--- config.mk ---
export PLATFORM = sky130hd
export DESIGN_NAME = lsu_bus_flat
export DESIGN_NICKNAME = d
export VERILOG_FILES = /design/src/rtl/lsu_bus_if.sv /design/src/rtl/lsu_bus.sv /design/src/flat_wrapper.sv
export SDC_FILE = /design/constraint.sdc
export NUM_CORES = 1
export LEC_CHECK = 0
export ABC_AREA = 1
export CAP_MARGIN = 10
export CORE_AREA = 2 2 140 156
export DETAILED_ROUTE_END_ITERATION = 8
export DIE_AREA = 0 0 142 158
export GPL_TIMING_DRIVEN = 0
export HOLD_SLACK_MARGIN = 0.08
export PLACE_DENSITY = 0.67
export SYNTH_ARGS = -nofsm -noshare
export SYNTH_HDL_FRONTEND = slang
export SYNTH_SLANG_ARGS = --single-unit
--- constraint.sdc ---
create_clock -name clk -period 2.61 [get_ports clk]
set_clock_uncertainty 0.15 [all_clocks]
set_input_delay 0.522 -clock clk [delete_from_list [all_inputs] [get_ports clk]]
set_output_delay 0.522 -clock clk [all_outputs]
set_load 0.05 [all_outputs]
--- src/rtl/lsu_bus_if.sv ---
// Execute-stage request/response and data-memory bus signals of the load/store unit.
// master is the LSU itself; slave is the pipeline plus memory that surround it.
interface lsu_bus_if #(
    parameter int ADDR_W = 32
);
    logic              req_valid;
    logic              req_ready;
    logic              req_we;
    logic [1:0]        req_size;
    logic              req_unsigned;
    logic [ADDR_W-1:0] req_addr;
    logic [31:0]       req_wdata;
    logic              resp_valid;
    logic [31:0]       resp_rdata;
    logic              resp_fault;
    logic              mem_req;
    logic              mem_gnt;
    logic [ADDR_W-1:0] mem_addr;
    logic              mem_we;
    logic [3:0]        mem_be;
    logic [31:0]       mem_wdata;
    logic              mem_rvalid;
    logic [31:0]       mem_rdata;
    logic              mem_err;

    modport master (
        input  req_valid, req_we, req_size, req_unsigned, req_addr, req_wdata,
               mem_gnt, mem_rvalid, mem_rdata, mem_err,
        output req_ready, resp_valid, resp_rdata, resp_fault,
               mem_req, mem_addr, mem_we, mem_be, mem_wdata
    );

    modport slave (
        output req_valid, req_we, req_size, req_unsigned, req_addr, req_wdata,
               mem_gnt, mem_rvalid, mem_rdata, mem_err,
        input  req_ready, resp_valid, resp_rdata, resp_fault,
               mem_req, mem_addr, mem_we, mem_be, mem_wdata
    );
endinterface

--- src/rtl/lsu_bus.sv ---
// lsu_bus: one-op-at-a-time load/store unit; LSU_MISALIGNED_EN splits misaligned accesses into two bus beats.
// Latency 3 cycles aligned, 5 split, 1 for early faults; req_ready only in IDLE, bus fields held until mem_gnt.
module lsu_bus #(
    parameter int ADDR_W  = 32,
    parameter int TIMEOUT = 255
) (
    input  logic      clk,
    input  logic      rst_n,
    lsu_bus_if.master bus
);
    localparam int               CNT_W   = (TIMEOUT > 0) ? $clog2(TIMEOUT + 1) : 1;
    localparam logic [CNT_W-1:0] TO_LAST = CNT_W'((TIMEOUT > 0) ? TIMEOUT - 1 : 0);

    typedef enum logic [2:0] {
        S_IDLE  = 3'd0,
        S_REQ1  = 3'd1,
        S_WAIT1 = 3'd2,
`ifdef LSU_MISALIGNED_EN
        S_REQ2  = 3'd3,
        S_WAIT2 = 3'd4,
`endif
        S_RESP  = 3'd5
    } state_t;

    state_t            state_q, state_d;
    logic              we_q, we_d;
    logic [1:0]        size_q, size_d;
    logic              uns_q, uns_d;
    logic [1:0]        off_q, off_d;
    logic [ADDR_W-1:0] addr_q, addr_d;
    logic [31:0]       wdata_q, wdata_d;
    logic [CNT_W-1:0]  cnt_q, cnt_d;
    logic              fault_q, fault_d;
    logic [31:0]       rdata_q, rdata_d;
`ifdef LSU_MISALIGNED_EN
    logic [31:0]       lo_q, lo_d;
`endif

    logic [3:0]  be_base;
    logic [31:0] load_raw;
    logic [31:0] load_ext;
    logic        timeout_hit;
    logic        resp_vld;
    logic        in_req1;

    function automatic logic [31:0] extend(input logic [31:0] raw, input logic [1:0] size,
                                           input logic uns);
        logic [31:0] res;
        case (size)
            2'b00:   res = {{24{raw[7] & ~uns}}, raw[7:0]};
            2'b01:   res = {{16{raw[15] & ~uns}}, raw[15:0]};
            default: res = raw;
        endcase
        return res;
    endfunction

    always_comb begin
        case (size_q)
            2'b00:   be_base = 4'b0001;
            2'b01:   be_base = 4'b0011;
            default: be_base = 4'b1111;
        endcase
    end

`ifdef LSU_MISALIGNED_EN
    // Byte enables and store data live in a two-word span; the upper word feeds beat 2.
    logic [7:0]  be_span;
    logic [63:0] wdata_span;
    logic [31:0] load_lo;
    logic        in_req2;

    assign be_span    = {4'b0000, be_base} << off_q;
    assign wdata_span = {32'b0, wdata_q} << {off_q, 3'b000};
    assign load_lo    = (state_q == S_WAIT2) ? lo_q : bus.mem_rdata;
    assign load_raw   = 32'({bus.mem_rdata, load_lo} >> {off_q, 3'b000});
    assign in_req2    = (state_q == S_REQ2);
`else
    logic [3:0]  be_span;
    logic [31:0] wdata_span;
    logic        req_misaligned;

    assign be_span        = be_base << off_q;
    assign wdata_span     = wdata_q << {off_q, 3'b000};
    assign load_raw       = bus.mem_rdata >> {off_q, 3'b000};
    assign req_misaligned = (bus.req_size == 2'b01 && bus.req_addr[0]) ||
                            (bus.req_size == 2'b10 && bus.req_addr[1:0] != 2'b00);
`endif

    assign load_ext    = extend(load_raw, size_q, uns_q);
    assign timeout_hit = (TIMEOUT != 0) && (cnt_q == TO_LAST);

    always_comb begin
        state_d = state_q;
        we_d    = we_q;
        size_d  = size_q;
        uns_d   = uns_q;
        off_d   = off_q;
        addr_d  = addr_q;
        wdata_d = wdata_q;
        cnt_d   = cnt_q;
        fault_d = fault_q;
        rdata_d = rdata_q;
`ifdef LSU_MISALIGNED_EN
        lo_d    = lo_q;
`endif
        case (state_q)
            S_IDLE: begin
                if (bus.req_valid) begin
                    we_d    = bus.req_we;
                    size_d  = bus.req_size;
                    uns_d   = bus.req_unsigned;
                    off_d   = bus.req_addr[1:0];
                    addr_d  = {bus.req_addr[ADDR_W-1:2], 2'b00};
                    wdata_d = bus.req_wdata;
                    fault_d = 1'b0;
                    rdata_d = '0;
`ifdef LSU_MISALIGNED_EN
                    if (bus.req_size == 2'b11) begin
`else
                    if (bus.req_size == 2'b11 || req_misaligned) begin
`endif
                        fault_d = 1'b1;
                        state_d = S_RESP;
                    end else begin
                        state_d = S_REQ1;
                    end
                end
            end
            S_REQ1: begin
                if (bus.mem_gnt) begin
                    cnt_d   = '0;
                    state_d = S_WAIT1;
                end
            end
            S_WAIT1: begin
                if (bus.mem_rvalid) begin
                    if (bus.mem_err) begin
                        fault_d = 1'b1;
                        state_d = S_RESP;
`ifdef LSU_MISALIGNED_EN
                    end else if (|be_span[7:4]) begin
                        lo_d    = bus.mem_rdata;
                        addr_d  = addr_q + ADDR_W'(4);
                        state_d = S_REQ2;
`endif
                    end else begin
                        rdata_d = we_q ? 32'b0 : load_ext;
                        state_d = S_RESP;
                    end
                end else if (timeout_hit) begin
                    fault_d = 1'b1;
                    state_d = S_RESP;
                end else begin
                    cnt_d = cnt_q + CNT_W'(1);
                end
            end
`ifdef LSU_MISALIGNED_EN
            S_REQ2: begin
                if (bus.mem_gnt) begin
                    cnt_d   = '0;
                    state_d = S_WAIT2;
                end
            end
            S_WAIT2: begin
                if (bus.mem_rvalid) begin
                    if (bus.mem_err) begin
                        fault_d = 1'b1;
                    end else begin
                        rdata_d = we_q ? 32'b0 : load_ext;
                    end
                    state_d = S_RESP;
                end else if (timeout_hit) begin
                    fault_d = 1'b1;
                    state_d = S_RESP;
                end else begin
                    cnt_d = cnt_q + CNT_W'(1);
                end
            end
`endif
            S_RESP:  state_d = S_IDLE;
            default: state_d = S_IDLE;
        endcase
    end

    always_ff @(posedge clk or negedge rst_n) begin
        if (!rst_n) begin
            state_q <= S_IDLE;
            we_q    <= 1'b0;
            size_q  <= 2'b00;
            uns_q   <= 1'b0;
            off_q   <= 2'b00;
            addr_q  <= '0;
            wdata_q <= '0;
            cnt_q   <= '0;
            fault_q <= 1'b0;
            rdata_q <= '0;
`ifdef LSU_MISALIGNED_EN
            lo_q    <= '0;
`endif
        end else begin
            state_q <= state_d;
            we_q    <= we_d;
            size_q  <= size_d;
            uns_q   <= uns_d;
            off_q   <= off_d;
            addr_q  <= addr_d;
            wdata_q <= wdata_d;
            cnt_q   <= cnt_d;
            fault_q <= fault_d;
            rdata_q <= rdata_d;
`ifdef LSU_MISALIGNED_EN
            lo_q    <= lo_d;
`endif
        end
    end

    assign resp_vld       = (state_q == S_RESP);
    assign in_req1        = (state_q == S_REQ1);
    assign bus.req_ready  = (state_q == S_IDLE);
    assign bus.resp_valid = resp_vld;
    assign bus.resp_fault = resp_vld & fault_q;
    assign bus.resp_rdata = resp_vld ? rdata_q : 32'b0;
    assign bus.mem_addr   = addr_q;

`ifdef LSU_MISALIGNED_EN
    assign bus.mem_req   = in_req1 | in_req2;
    assign bus.mem_we    = (in_req1 | in_req2) & we_q;
    assign bus.mem_be    = in_req1 ? be_span[3:0] : (in_req2 ? be_span[7:4] : 4'b0000);
    assign bus.mem_wdata = in_req2 ? wdata_span[63:32] : wdata_span[31:0];
`else
    assign bus.mem_req   = in_req1;
    assign bus.mem_we    = in_req1 & we_q;
    assign bus.mem_be    = in_req1 ? be_span : 4'b0000;
    assign bus.mem_wdata = wdata_span;
`endif
endmodule

--- src/flat_wrapper.sv ---
// flat-port wrapper written by rule: the top's interface ports become plain ports
module lsu_bus_flat 
#(
    parameter int ADDR_W  = 32,
    parameter int TIMEOUT = 255
)
  (clk, rst_n, bus_req_valid, bus_req_we, bus_req_size, bus_req_unsigned, bus_req_addr, bus_req_wdata, bus_mem_gnt, bus_mem_rvalid, bus_mem_rdata, bus_mem_err, bus_req_ready, bus_resp_valid, bus_resp_rdata, bus_resp_fault, bus_mem_req, bus_mem_addr, bus_mem_we, bus_mem_be, bus_mem_wdata);
  lsu_bus_if #(.ADDR_W(ADDR_W)) bus_i ();
  input  logic clk;
  input  logic rst_n;
  input wire logic [$bits(bus_i.req_valid)-1:0] bus_req_valid;
  input wire logic [$bits(bus_i.req_we)-1:0] bus_req_we;
  input wire logic [$bits(bus_i.req_size)-1:0] bus_req_size;
  input wire logic [$bits(bus_i.req_unsigned)-1:0] bus_req_unsigned;
  input wire logic [$bits(bus_i.req_addr)-1:0] bus_req_addr;
  input wire logic [$bits(bus_i.req_wdata)-1:0] bus_req_wdata;
  input wire logic [$bits(bus_i.mem_gnt)-1:0] bus_mem_gnt;
  input wire logic [$bits(bus_i.mem_rvalid)-1:0] bus_mem_rvalid;
  input wire logic [$bits(bus_i.mem_rdata)-1:0] bus_mem_rdata;
  input wire logic [$bits(bus_i.mem_err)-1:0] bus_mem_err;
  output wire logic [$bits(bus_i.req_ready)-1:0] bus_req_ready;
  output wire logic [$bits(bus_i.resp_valid)-1:0] bus_resp_valid;
  output wire logic [$bits(bus_i.resp_rdata)-1:0] bus_resp_rdata;
  output wire logic [$bits(bus_i.resp_fault)-1:0] bus_resp_fault;
  output wire logic [$bits(bus_i.mem_req)-1:0] bus_mem_req;
  output wire logic [$bits(bus_i.mem_addr)-1:0] bus_mem_addr;
  output wire logic [$bits(bus_i.mem_we)-1:0] bus_mem_we;
  output wire logic [$bits(bus_i.mem_be)-1:0] bus_mem_be;
  output wire logic [$bits(bus_i.mem_wdata)-1:0] bus_mem_wdata;
  assign bus_i.req_valid = bus_req_valid;
  assign bus_i.req_we = bus_req_we;
  assign bus_i.req_size = bus_req_size;
  assign bus_i.req_unsigned = bus_req_unsigned;
  assign bus_i.req_addr = bus_req_addr;
  assign bus_i.req_wdata = bus_req_wdata;
  assign bus_i.mem_gnt = bus_mem_gnt;
  assign bus_i.mem_rvalid = bus_mem_rvalid;
  assign bus_i.mem_rdata = bus_mem_rdata;
  assign bus_i.mem_err = bus_mem_err;
  assign bus_req_ready = bus_i.req_ready;
  assign bus_resp_valid = bus_i.resp_valid;
  assign bus_resp_rdata = bus_i.resp_rdata;
  assign bus_resp_fault = bus_i.resp_fault;
  assign bus_mem_req = bus_i.mem_req;
  assign bus_mem_addr = bus_i.mem_addr;
  assign bus_mem_we = bus_i.mem_we;
  assign bus_mem_be = bus_i.mem_be;
  assign bus_mem_wdata = bus_i.mem_wdata;
  lsu_bus #(.ADDR_W(ADDR_W), .TIMEOUT(TIMEOUT)) u_core (.clk(clk), .rst_n(rst_n), .bus(bus_i));
endmodule
; ---- Word level (Yosys, flattened, before mapping)
; Cells that the tools add are included.
[totals]
regBits = 112
out_inout_bits = 105
[classes]
add_sub_neg = 1
n_eq_ne = 16
shifts = 3
mux = 25
bitwise = 5
reduce_logical = 14
[op_table]
columns = cell, n
row1 = 32-bit 2-to-1 mux, 5
row2 = 32-bit case mux with 2 select lines, 2
row3 = 32-bit by 5-bit left shift with 32-bit output, 1
row4 = 32-bit by 5-bit >> shifter with 32-bit output, 1
row5 = 8-bit 2-to-1 mux, 3
row6 = 8-bit case mux with 2 select lines, 1
row7 = 3-bit 2-to-1 mux, 5
row8 = "2-bit inequality test, second input constant", 6
row9 = 4-bit AND reduction, 3
row10 = 3-bit case mux with 3 select lines, 1
row11 = "8-bit by 1-bit adder with 8-bit output, second input constant", 1
row12 = "8-bit == test, second input constant", 1
row13 = 4-bit case mux with 2 select lines, 1
row14 = 2-bit nonzero test, 3
row15 = 1-bit 2-to-1 mux, 5
row16 = 1-bit AND, 4
row17 = "2-bit by 1-bit == test with 1-bit output, second input constant", 2
row18 = "2-bit == test, second input constant", 2
row19 = 4-bit 2-to-1 mux, 1
row20 = 4-bit by 2-bit left shift with 4-bit output, 1
row21 = "3-bit by 1-bit == test with 1-bit output, second input constant", 1
row22 = "3-bit by 2-bit == test with 1-bit output, second input constant", 1
row23 = "3-bit == test, second input constant", 1
row24 = 3-bit logical NOT, 1
row25 = other kinds (9), 11

; ---- Logic depth before layout (Yosys ltp)
; Gate-level depths: netlist of the first run.
[logic_depth]
ltp_word = 7
mapped_depth = 11

; ---- Worst setup path after synthesis of the first run
; No wires, ideal clock.
[synth_timing]
path_kind = reg2out
startpoint = register u_core.state_q[1]
endpoint = output port bus_resp_rdata[10]
arrival_ns = 2.760
t_required_ns = 1.938
setup_slack_ns = -0.822
path_stages_with_launch = 5
path_buffers = 1
cell_sequence = dfrtp_1 -> nor3_1 -> inv_1 -> buf_2 -> nor2_1
[synth_between]
elab_chain_len = 2
[synth_rtl]
columns = element, line
row1 = start: declaration, lsu_bus.sv:25  ; state_t state_q, state_d;
row2 = start signal: assignment, lsu_bus.sv:201  ; state_q <= state_d;
row3 = 3-bit == test, lsu_bus.sv:217  ; assign resp_vld = (state_q == S_RESP);
row4 = named net bus_resp_valid, flat_wrapper.sv:22  ; output wire logic [$bits(bus_i.resp_valid)-1:0] bus_resp_valid;
row5 = 32-bit 2-to-1 mux, lsu_bus.sv:222  ; assign bus.resp_rdata = resp_vld ? rdata_q : 32'b0;
row6 = end: declaration, flat_wrapper.sv:23  ; output wire logic [$bits(bus_i.resp_rdata)-1:0] bus_resp_rdata;
; The timed path passes the listed nets, and every way through them passes these cells.

; ---- Final worst setup path of the first run
[layout_timing]
startpoint = register u_core.off_q[0]
endpoint = output port bus_mem_wdata[19]
[layout_between]
elab_chain_len = 1
[layout_rtl]
columns = element, line
row1 = start: declaration, lsu_bus.sv:29  ; logic [1:0] off_q, off_d;
row2 = start signal: assignment, lsu_bus.sv:191  ; off_q <= 2'b00;
row3 = start signal: assignment, lsu_bus.sv:205  ; off_q <= off_d;
row4 = 32-bit by 5-bit left shift with 32-bit output, lsu_bus.sv:83  ; assign wdata_span = wdata_q << {off_q, 3'b000};
row5 = end: declaration, flat_wrapper.sv:29  ; output wire logic [$bits(bus_i.mem_wdata)-1:0] bus_mem_wdata;
; No other way between the ends.

==> summary.txt, run 1 <==
Run status
  – Outcome: finished clean

Synthesis
  – Netlist cell types: 33
  – Top_reg_cell synth: dfrtp_1
  – Top cells by count, synth: nand2_1, dfrtp_1, nor2_1
  – Avg Inst Size Synth: 6.99 um2
  – Mapped Cells: ~900
  – Cell taking the most area after synthesis: dfrtp_1
  – Largest cells by area after synthesis: dfrtp_1, nand2_1, nor2_1
  – Post-Syn Area: just over 0.006 mm2
  – Top-area cell type share of the netlist area: 45.6%
  – Yosys warns: 0
  – Count leader, synth: nand2_1
  – Register area share after synthesis: between 40% and 50%
  – Number of synthesized register bits: 112
  – Post-synth ARST share: 100%
  – EDFF count, synth: 0

Placement
  – PortBufs: between 200 and 250
  – Detailed placer's ending HPWL: between 15 and 20 mm
  – RePlAce Congestion: 0.901
  – Post-Place Cells: 1351

Power
  – Internal: 5.61 mW
  – Pwr/cell area: between 1000 and 1500 mW/mm2
  – Sequential power share: about a quarter
  – NetSw: ~6.4 mW
  – Clock Power Share: 13.9%
  – Combinational power share: between 60% and 70%
  – Switching portion of total power: 53.5%
  – LEAKAGE: approximately 4.5 nW
  – VDD IR-drop max: 730 uV
  – Power Total: around 12 mW

Die
  – Row count: between 50 and 60
  – Ports: ~210
  – Die height: 158 um
  – Core area: 0.0210 mm2
  – Die ar.: 0.0224 mm2
  – Die X: around 140 um
  – Starting Density: around 29%

Clocking
  – Root buf cell: clkbuf_16
  – Post-CTS Setup Repair Bufs: 0
  – Clock network latency to the later pin of the worst-skew pair: 0.36 ns
  – Reg clk slew, reported paths: roughly 0.08 ns
  – Clock sinks: 112
  – Clock tree buffer depth: 2
  – CTS tree: done
  – Depth of the CTS H-tree: 3
  – CTS buffer count: 9

Layout
  – Footprint of the multi-input gates: around 0.0028 mm2
  – Layout area overhead: 44.9%
  – Proportion of layout cells with a drive suffix above 1: about 17%
  – FF/Latch Area: between 0.002 and 0.003 mm2
  – Core Util, Final: 42.5%
  – Nets: about 1200
  – Fillers: about 2200
  – Layout Cells excl Fill: between 1000 and 1500

Global routing
  – Total Routing Usage GR: around a fifth
  – Largest net degree at the start of global routing: 65
  – Vias in the first global route: a little over 6000
  – Grt ovf: 0
  – Antenna violations before repair: 2
  – First-pass GRT wire length: between 30 and 40 mm

Setup path
  – Reg-to-reg critical path endpoint: u_core.rdata_q[3]
  – Required @ worst endpoint: slightly below 2 ns
  – Max incr delay on CP: roughly 0.44 ns
  – Flop2flop setup slack: slightly above 0.8 ns
  – Slowest stage cell on the critical path: dfrtp_1
  – Max FO, Critical Path: 10
  – CP arrival: ~1.9 ns
  – Setup crit end kind: output pin
  – Worst-path cell chain: inv_2, buf_2, buf_6, o21ai_0, o22ai_1, buf_4
  – R2R depth: 6
  – WS Path Type: flop to output pin
  – Crit start category: flop
  – RR Startpoint: u_core.state_q[0]

Timing
  – Maximum clock frequency: about 400 MHz
  – Final TNS setup: 0 ns
  – Fin. Hold Viols: 0
  – Period utilization: around 97%
  – Rel. slew slack: between 60% and 70%
  – Worst-Margin Slew: about 0.54 ns
  – Final setup violation count: 0
  – RSZ-0062 raised after global routing: false
  – Min cycle time layout: roughly 2.5 ns
  – Slew Limit Fails: 0

Drt
  – Post-DR vias/cell: 4.61
  – Remaining DRCs: 0
  – Total Routed Length: ~21 mm
  – Routed Antenna Nets: 0
  – Routed WL per cell: 15.6 um
  – First DRT Iteration DRCs: 339
  – 1st-pass router iterations: 4
  – Via count: 6311

Flow run
  – Number of max-cap violations: 0

Hold path
  – Min-delay src: u_core.bus.mem_addr[12]
  – End point of the worst hold path: u_core.bus.mem_addr[12]
  – Hold WC Path Type: flop to flop
  – Hold Path Depth: 2
==> area by class of cell <==
type                    count  area share, %
clock buffers               9           2.53
multi-input cells         627           31.7
repair buffers            210           21.4
clock inverters             7           1.42
flip-flops and latches    112           31.4
plain buffers              46           3.52
well taps                 261           3.66
inverters                  95           4.21
diodes                      2         0.0561
==> registers in the layout (all words and copies together), names as in the netlist <==
name                 flops
u_core.rdata_q          32
u_core.wdata_q          32
u_core.bus.mem_addr     30
u_core.cnt_q             8
u_core.state_q           3
u_core.off_q             2
u_core.size_q            2
u_core.fault_q           1
u_core.uns_q             1
u_core.we_q              1
==> power by group through the flow <==
stage | registers (mW) | clock network, mW | logic, mW
finish | 2.85 | 1.67 | 7.53
global route | 2.92 | 1.77 | 8.14
CTS | 2.85 | 1.71 | 7.53
detailed placement | 2.87 | 0 | 7.70
global placement | 2.86 | 0 | 7.66
floorplan | 3.55 | 0 | 4.39
==> stage by stage <==
| step | worst slack [ns] | cell area (um2) | hold WS (ns) |
|---|---|---|---|
| 6_report | 0.0707 | 8910 | 0.332 |
| 4_1_cts | 0.00261 | 8890 | 0.336 |
| 3_3_place_gp | -3.81 | 8660 | 0.311 |
| 5_1_grt | 0.0000291 | 8910 | 0.347 |
| 2_1_floorplan | 0.00295 | 6250 | 0.0764 |
| 3_5_place_dp | -0.390 | 8690 | 0.315 |
==> cells by family after synthesis <==
group           synth area share, %
fa+ha+maj                     0.407
other cells                  0.0610
buf+inv                        10.3
xor+xnor                      0.285
simple gates                   33.8
compound gates                 9.58
flops                          45.6
==> worst max path at each step <==
stage / cells past startpoint / to / slack, ns / from
floorplan: 5 / bus_mem_be[1] / 0.003 / u_core.state_q[2]
global placement: 1 / u_core.bus.mem_addr[28] / -3.81 / rst_n
detailed placement: 6 / bus_mem_be[0] / -0.39 / u_core.off_q[0]
CTS: 6 / bus_mem_wdata[3] / 0.003 / u_core.off_q[0]
global route: 6 / bus_mem_wdata[18] / 0.00003 / u_core.off_q[0]
finish: 6 / bus_mem_wdata[19] / 0.07 / u_core.off_q[0]
==> what timing repair did <==
item,in CTS,in global routing
gates resized for setup,381,39
endpoints found under the hold margin,48,0
hold buffers,1,0
setup endpoints to repair,71,64
==> critical path, delay by kind of cell (launching register included) <==
family	cells	cell delay [ns]
compound gates	2	0.29
buf+inv	4	0.78
flops	1	0.44
==> cell usage in the layout, fill, tap and decap left out, drive strengths merged <==
cell / Yosys / routed
nor3: 2 / 2
conb: 1 / 2
nand4: 2 / 2
clkinv: 4 / 4
dfrtp: 112 / 112
dlymetal6s2s: 0 / 1
ha: 2 / 2
inv: 91 / 93
dlygate4sd2: 0 / 3
dlygate4sd3: 0 / 1
o32ai: 1 / 1
clkinvlp: 0 / 1
diode: 0 / 2
xnor2: 1 / 1
o21ai: 68 / 68
o22ai: 7 / 7
nand2: 378 / 378
a22oi: 8 / 8
o211ai: 8 / 8
clkdlybuf4s15: 0 / 3
a221oi: 1 / 1
xor2: 1 / 1
bufinv: 0 / 4
o21bai: 1 / 1
nor2: 88 / 88
clkdlybuf4s50: 0 / 134
clkbuf: 8 / 20
a21oi: 12 / 12
nand3: 45 / 45
buf: 39 / 103
==> per-layer routing <==
layer  wire length (um)  track usage [%]
met5                  0                0
met4                501             6.29
met3               1660             5.63
met2              10000             32.7
met1               9180             24.0
(Power assumes the default switching activity.)
==> run 2: changes to the inputs <==
--- a/config.mk
+++ b/config.mk
@@ -7,12 +7,14 @@
 export LEC_CHECK = 0
 export ABC_AREA = 1
 export CAP_MARGIN = 10
+export CELL_PAD_IN_SITES_DETAIL_PLACEMENT = 1
+export CELL_PAD_IN_SITES_GLOBAL_PLACEMENT = 1
 export CORE_AREA = 2 2 140 156
 export DETAILED_ROUTE_END_ITERATION = 8
 export DIE_AREA = 0 0 142 158
 export GPL_TIMING_DRIVEN = 0
 export HOLD_SLACK_MARGIN = 0.08
-export PLACE_DENSITY = 0.67
+export PLACE_DENSITY = 0.87
 export SYNTH_ARGS = -nofsm -noshare
 export SYNTH_HDL_FRONTEND = slang
 export SYNTH_SLANG_ARGS = --single-unit
==> run 2 against run 1 <==
Net effect: setup slack worse by 0.0070 ns; sequential power up 1%; design area up 0.27%; wire length up 9.4%; clock-buffer cell count unchanged; critical path type unchanged; critical endpoint is now bus_mem_wdata[14]; largest cell class unchanged; largest power group unchanged.
==> summary.txt, run 2 (synthesized netlist as in run 1, its figures left out) <==
Placement
  – PortBufs: 208 (unchanged)
  – RePlAce Congestion: 0.918 (was 0.901)
  – Post-Place Cells: 1351 (unchanged)
  – Detailed placer's ending HPWL: 18.0 mm (was 16.4 mm)

Drt
  – Routed WL per cell: 17.1 um (was 15.6 um)
  – 1st-pass router iterations: 4 (unchanged)
  – Total Routed Length: 23.4 mm (was 21.4 mm)
  – Routed Antenna Nets: 0 (unchanged)
  – First DRT Iteration DRCs: 283 (was 339)
  – Remaining DRCs: 0 (unchanged)
  – Post-DR vias/cell: 4.76 (was 4.61)
  – Via count: 6527 (was 6311)

Global routing
  – Antenna violations before repair: 1 (was 2)
  – Total Routing Usage GR: 21.3% (was 19.4%)
  – First-pass GRT wire length: 36.7 mm (was 33.4 mm)
  – Vias in the first global route: 6960 (was 6234)
  – Largest net degree at the start of global routing: 63 (was 65)
  – Grt ovf: 0 (unchanged)

Hold path
  – Hold WC Path Type: flop to flop (unchanged)

Layout
  – Proportion of layout cells with a drive suffix above 1: 17.4% (was 16.7%)
  – Layout area overhead: 45.3% (was 44.9%)
  – Commonest non-fill, non-tap cell in the layout: nand2_1 (unchanged)
  – Nets: 1214 (was 1209)
  – Layout Cells excl Fill: 1372 (was 1369)
  – Diodes inserted: 0 (was 2)
  – Most frequent cells in the layout: nand2_1, clkdlybuf4s50_1, dfrtp_1, inv_1, o21ai_0 (unchanged)

Setup path
  – Max FO, Critical Path: 10 (unchanged)
  – Crit start category: flop (unchanged)
  – WS Path Type: flop to output pin (unchanged)
  – Required @ worst endpoint: 1.94 ns (about the same)
  – CP arrival: 1.87 ns (about the same)
  – Setup crit end kind: output pin (unchanged)

Clocking
  – Root buf cell: clkbuf_16 (unchanged)
  – Depth of the CTS H-tree: 3 (unchanged)
  – CTS tree: done (unchanged)
  – CTS buffer count: 9 (unchanged)
  – Clock tree buffer depth: 2 (unchanged)
  – Clock sinks: 112 (unchanged)
  – Clock network latency to the later pin of the worst-skew pair: 0.37 ns (was 0.36 ns)
  – Reg clk slew, reported paths: 0.09 ns (was 0.08 ns)

Timing
  – Worst-Margin Slew: 0.528 ns (was 0.539 ns)
  – Rel. slew slack: 64.7% (was 63.9%)
  – Period utilization: 97.6% (was 97.3%)
  – Slew Limit Fails: 0 (unchanged)
  – Final TNS setup: 0 ns (unchanged)
  – Fin. Hold Viols: 0 (unchanged)
  – Min cycle time layout: 2.55 ns (was 2.54 ns)
  – Final hold slack: 0.334 ns (was 0.332 ns)
  – Maximum clock frequency: 393 MHz (was 394 MHz)
  – Final setup violation count: 0 (unchanged)

Power
  – Pwr/cell area: 1340 mW/mm2 (was 1350 mW/mm2)
  – Combinational power share: 63.7% (was 62.5%)
  – VDD IR-drop max: 857 uV (was 730 uV)
  – Sequential power share: 24.1% (was 23.6%)
  – Switching portion of total power: 55.3% (was 53.5%)
  – LEAKAGE: 4.47 nW (was 4.48 nW)
  – NetSw: 6.63 mW (was 6.44 mW)
  – Internal: 5.35 mW (was 5.61 mW)
  – Clock Power Share: 12.1% (was 13.9%)

Die
  – Core area: 0.0210 mm2 (unchanged)
  – Ports: 211 (unchanged)
  – Die X: 142 um (unchanged)
  – Die height: 158 um (unchanged)
  – Row count: 56 (unchanged)
  – Die ar.: 0.0224 mm2 (unchanged)
  – Starting Density: 29.4% (unchanged)

Run status
  – Outcome: finished clean (unchanged)

Flow run
  – Number of max-cap violations: 0 (unchanged)
run 2: through the flow:
stage | utilization (%) | area, um2 | setup slack, ns | total power [mW]
detailed placement | 41.5 | 8690 | -0.454 | 10.7
global placement | 41.3 | 8660 | -3.78 | 10.5
finish | 42.7 | 8940 | 0.0636 | 12.0
floorplan | - | 6250 | 0.00295 | 7.94
global route | 42.7 | 8940 | -0.00845 | 12.8
CTS | 42.4 | 8880 | -0.0261 | 12.0
run 2: path summary, 6_finish.rpt:
kind / startpoint / endpoint / slack (ns) / cells after the start
setup / recovery: u_core.off_q[1] / bus_mem_wdata[14] / 0.06 / 5
hold / removal: u_core.bus.mem_addr[16] / u_core.bus.mem_addr[16] / 0.33 / 2
setup reg to reg: u_core.state_q[2] / u_core.rdata_q[22] / 0.79 / 10
hold reg to reg: u_core.bus.mem_addr[16] / u_core.bus.mem_addr[16] / 0.33 / 2
max in group asynchronous: rst_n / u_core.rdata_q[19] / 1.10 / 3
min in group asynchronous: rst_n / u_core.state_q[1] / 0.53 / 2
run 2: power groups by stage:
stage / sequential [mW] / clock (mW) / combinational (mW)
2_1_floorplan: 3.55 / 0 / 4.39
3_3_place_gp: 2.89 / 0 / 7.61
3_5_place_dp: 2.92 / 0 / 7.75
4_1_cts: 2.90 / 1.50 / 7.63
5_1_grt: 2.97 / 1.57 / 8.25
6_report: 2.89 / 1.45 / 7.64
run 2: per-layer routing:
metal  track usage (%)  vias to the layer above  wire length, um
met5                 0                        -               11
met4              7.81                        2              502
met3              4.93                       32             1490
met2              38.3                      190            11800
met1              24.6                     3145             9630
li1                  -                     3158                -
run 2: layout make-up:
type / count / area, um2
tap: 261 / 327
fill: 2618 / 12000
timing repair buffer: 217 / 2000
inverter: 95 / 368
clock inverter: 7 / 76.3
multi-input combinational: 627 / 2830
sequential: 112 / 2800
buffer: 44 / 312
clock buffer: 9 / 225
run 2: what timing repair did:
item                                    in CTS  in global routing
setup buffers                                2                  5
pin swaps                                    0                  2
hold buffers                                 1                  0
endpoints found under the setup margin      73                 64
endpoints found under the hold margin       50                  0
gates resized for setup                    404                 30
run 2: worst max-delay path, cell delays in order, from the launching register on:
cell and delay [ns]:
dfrtp_1 0.42, clkbuf_4 0.21, buf_4 0.20, buf_4 0.20, nor2_1 0.20, clkbuf_4 0.28
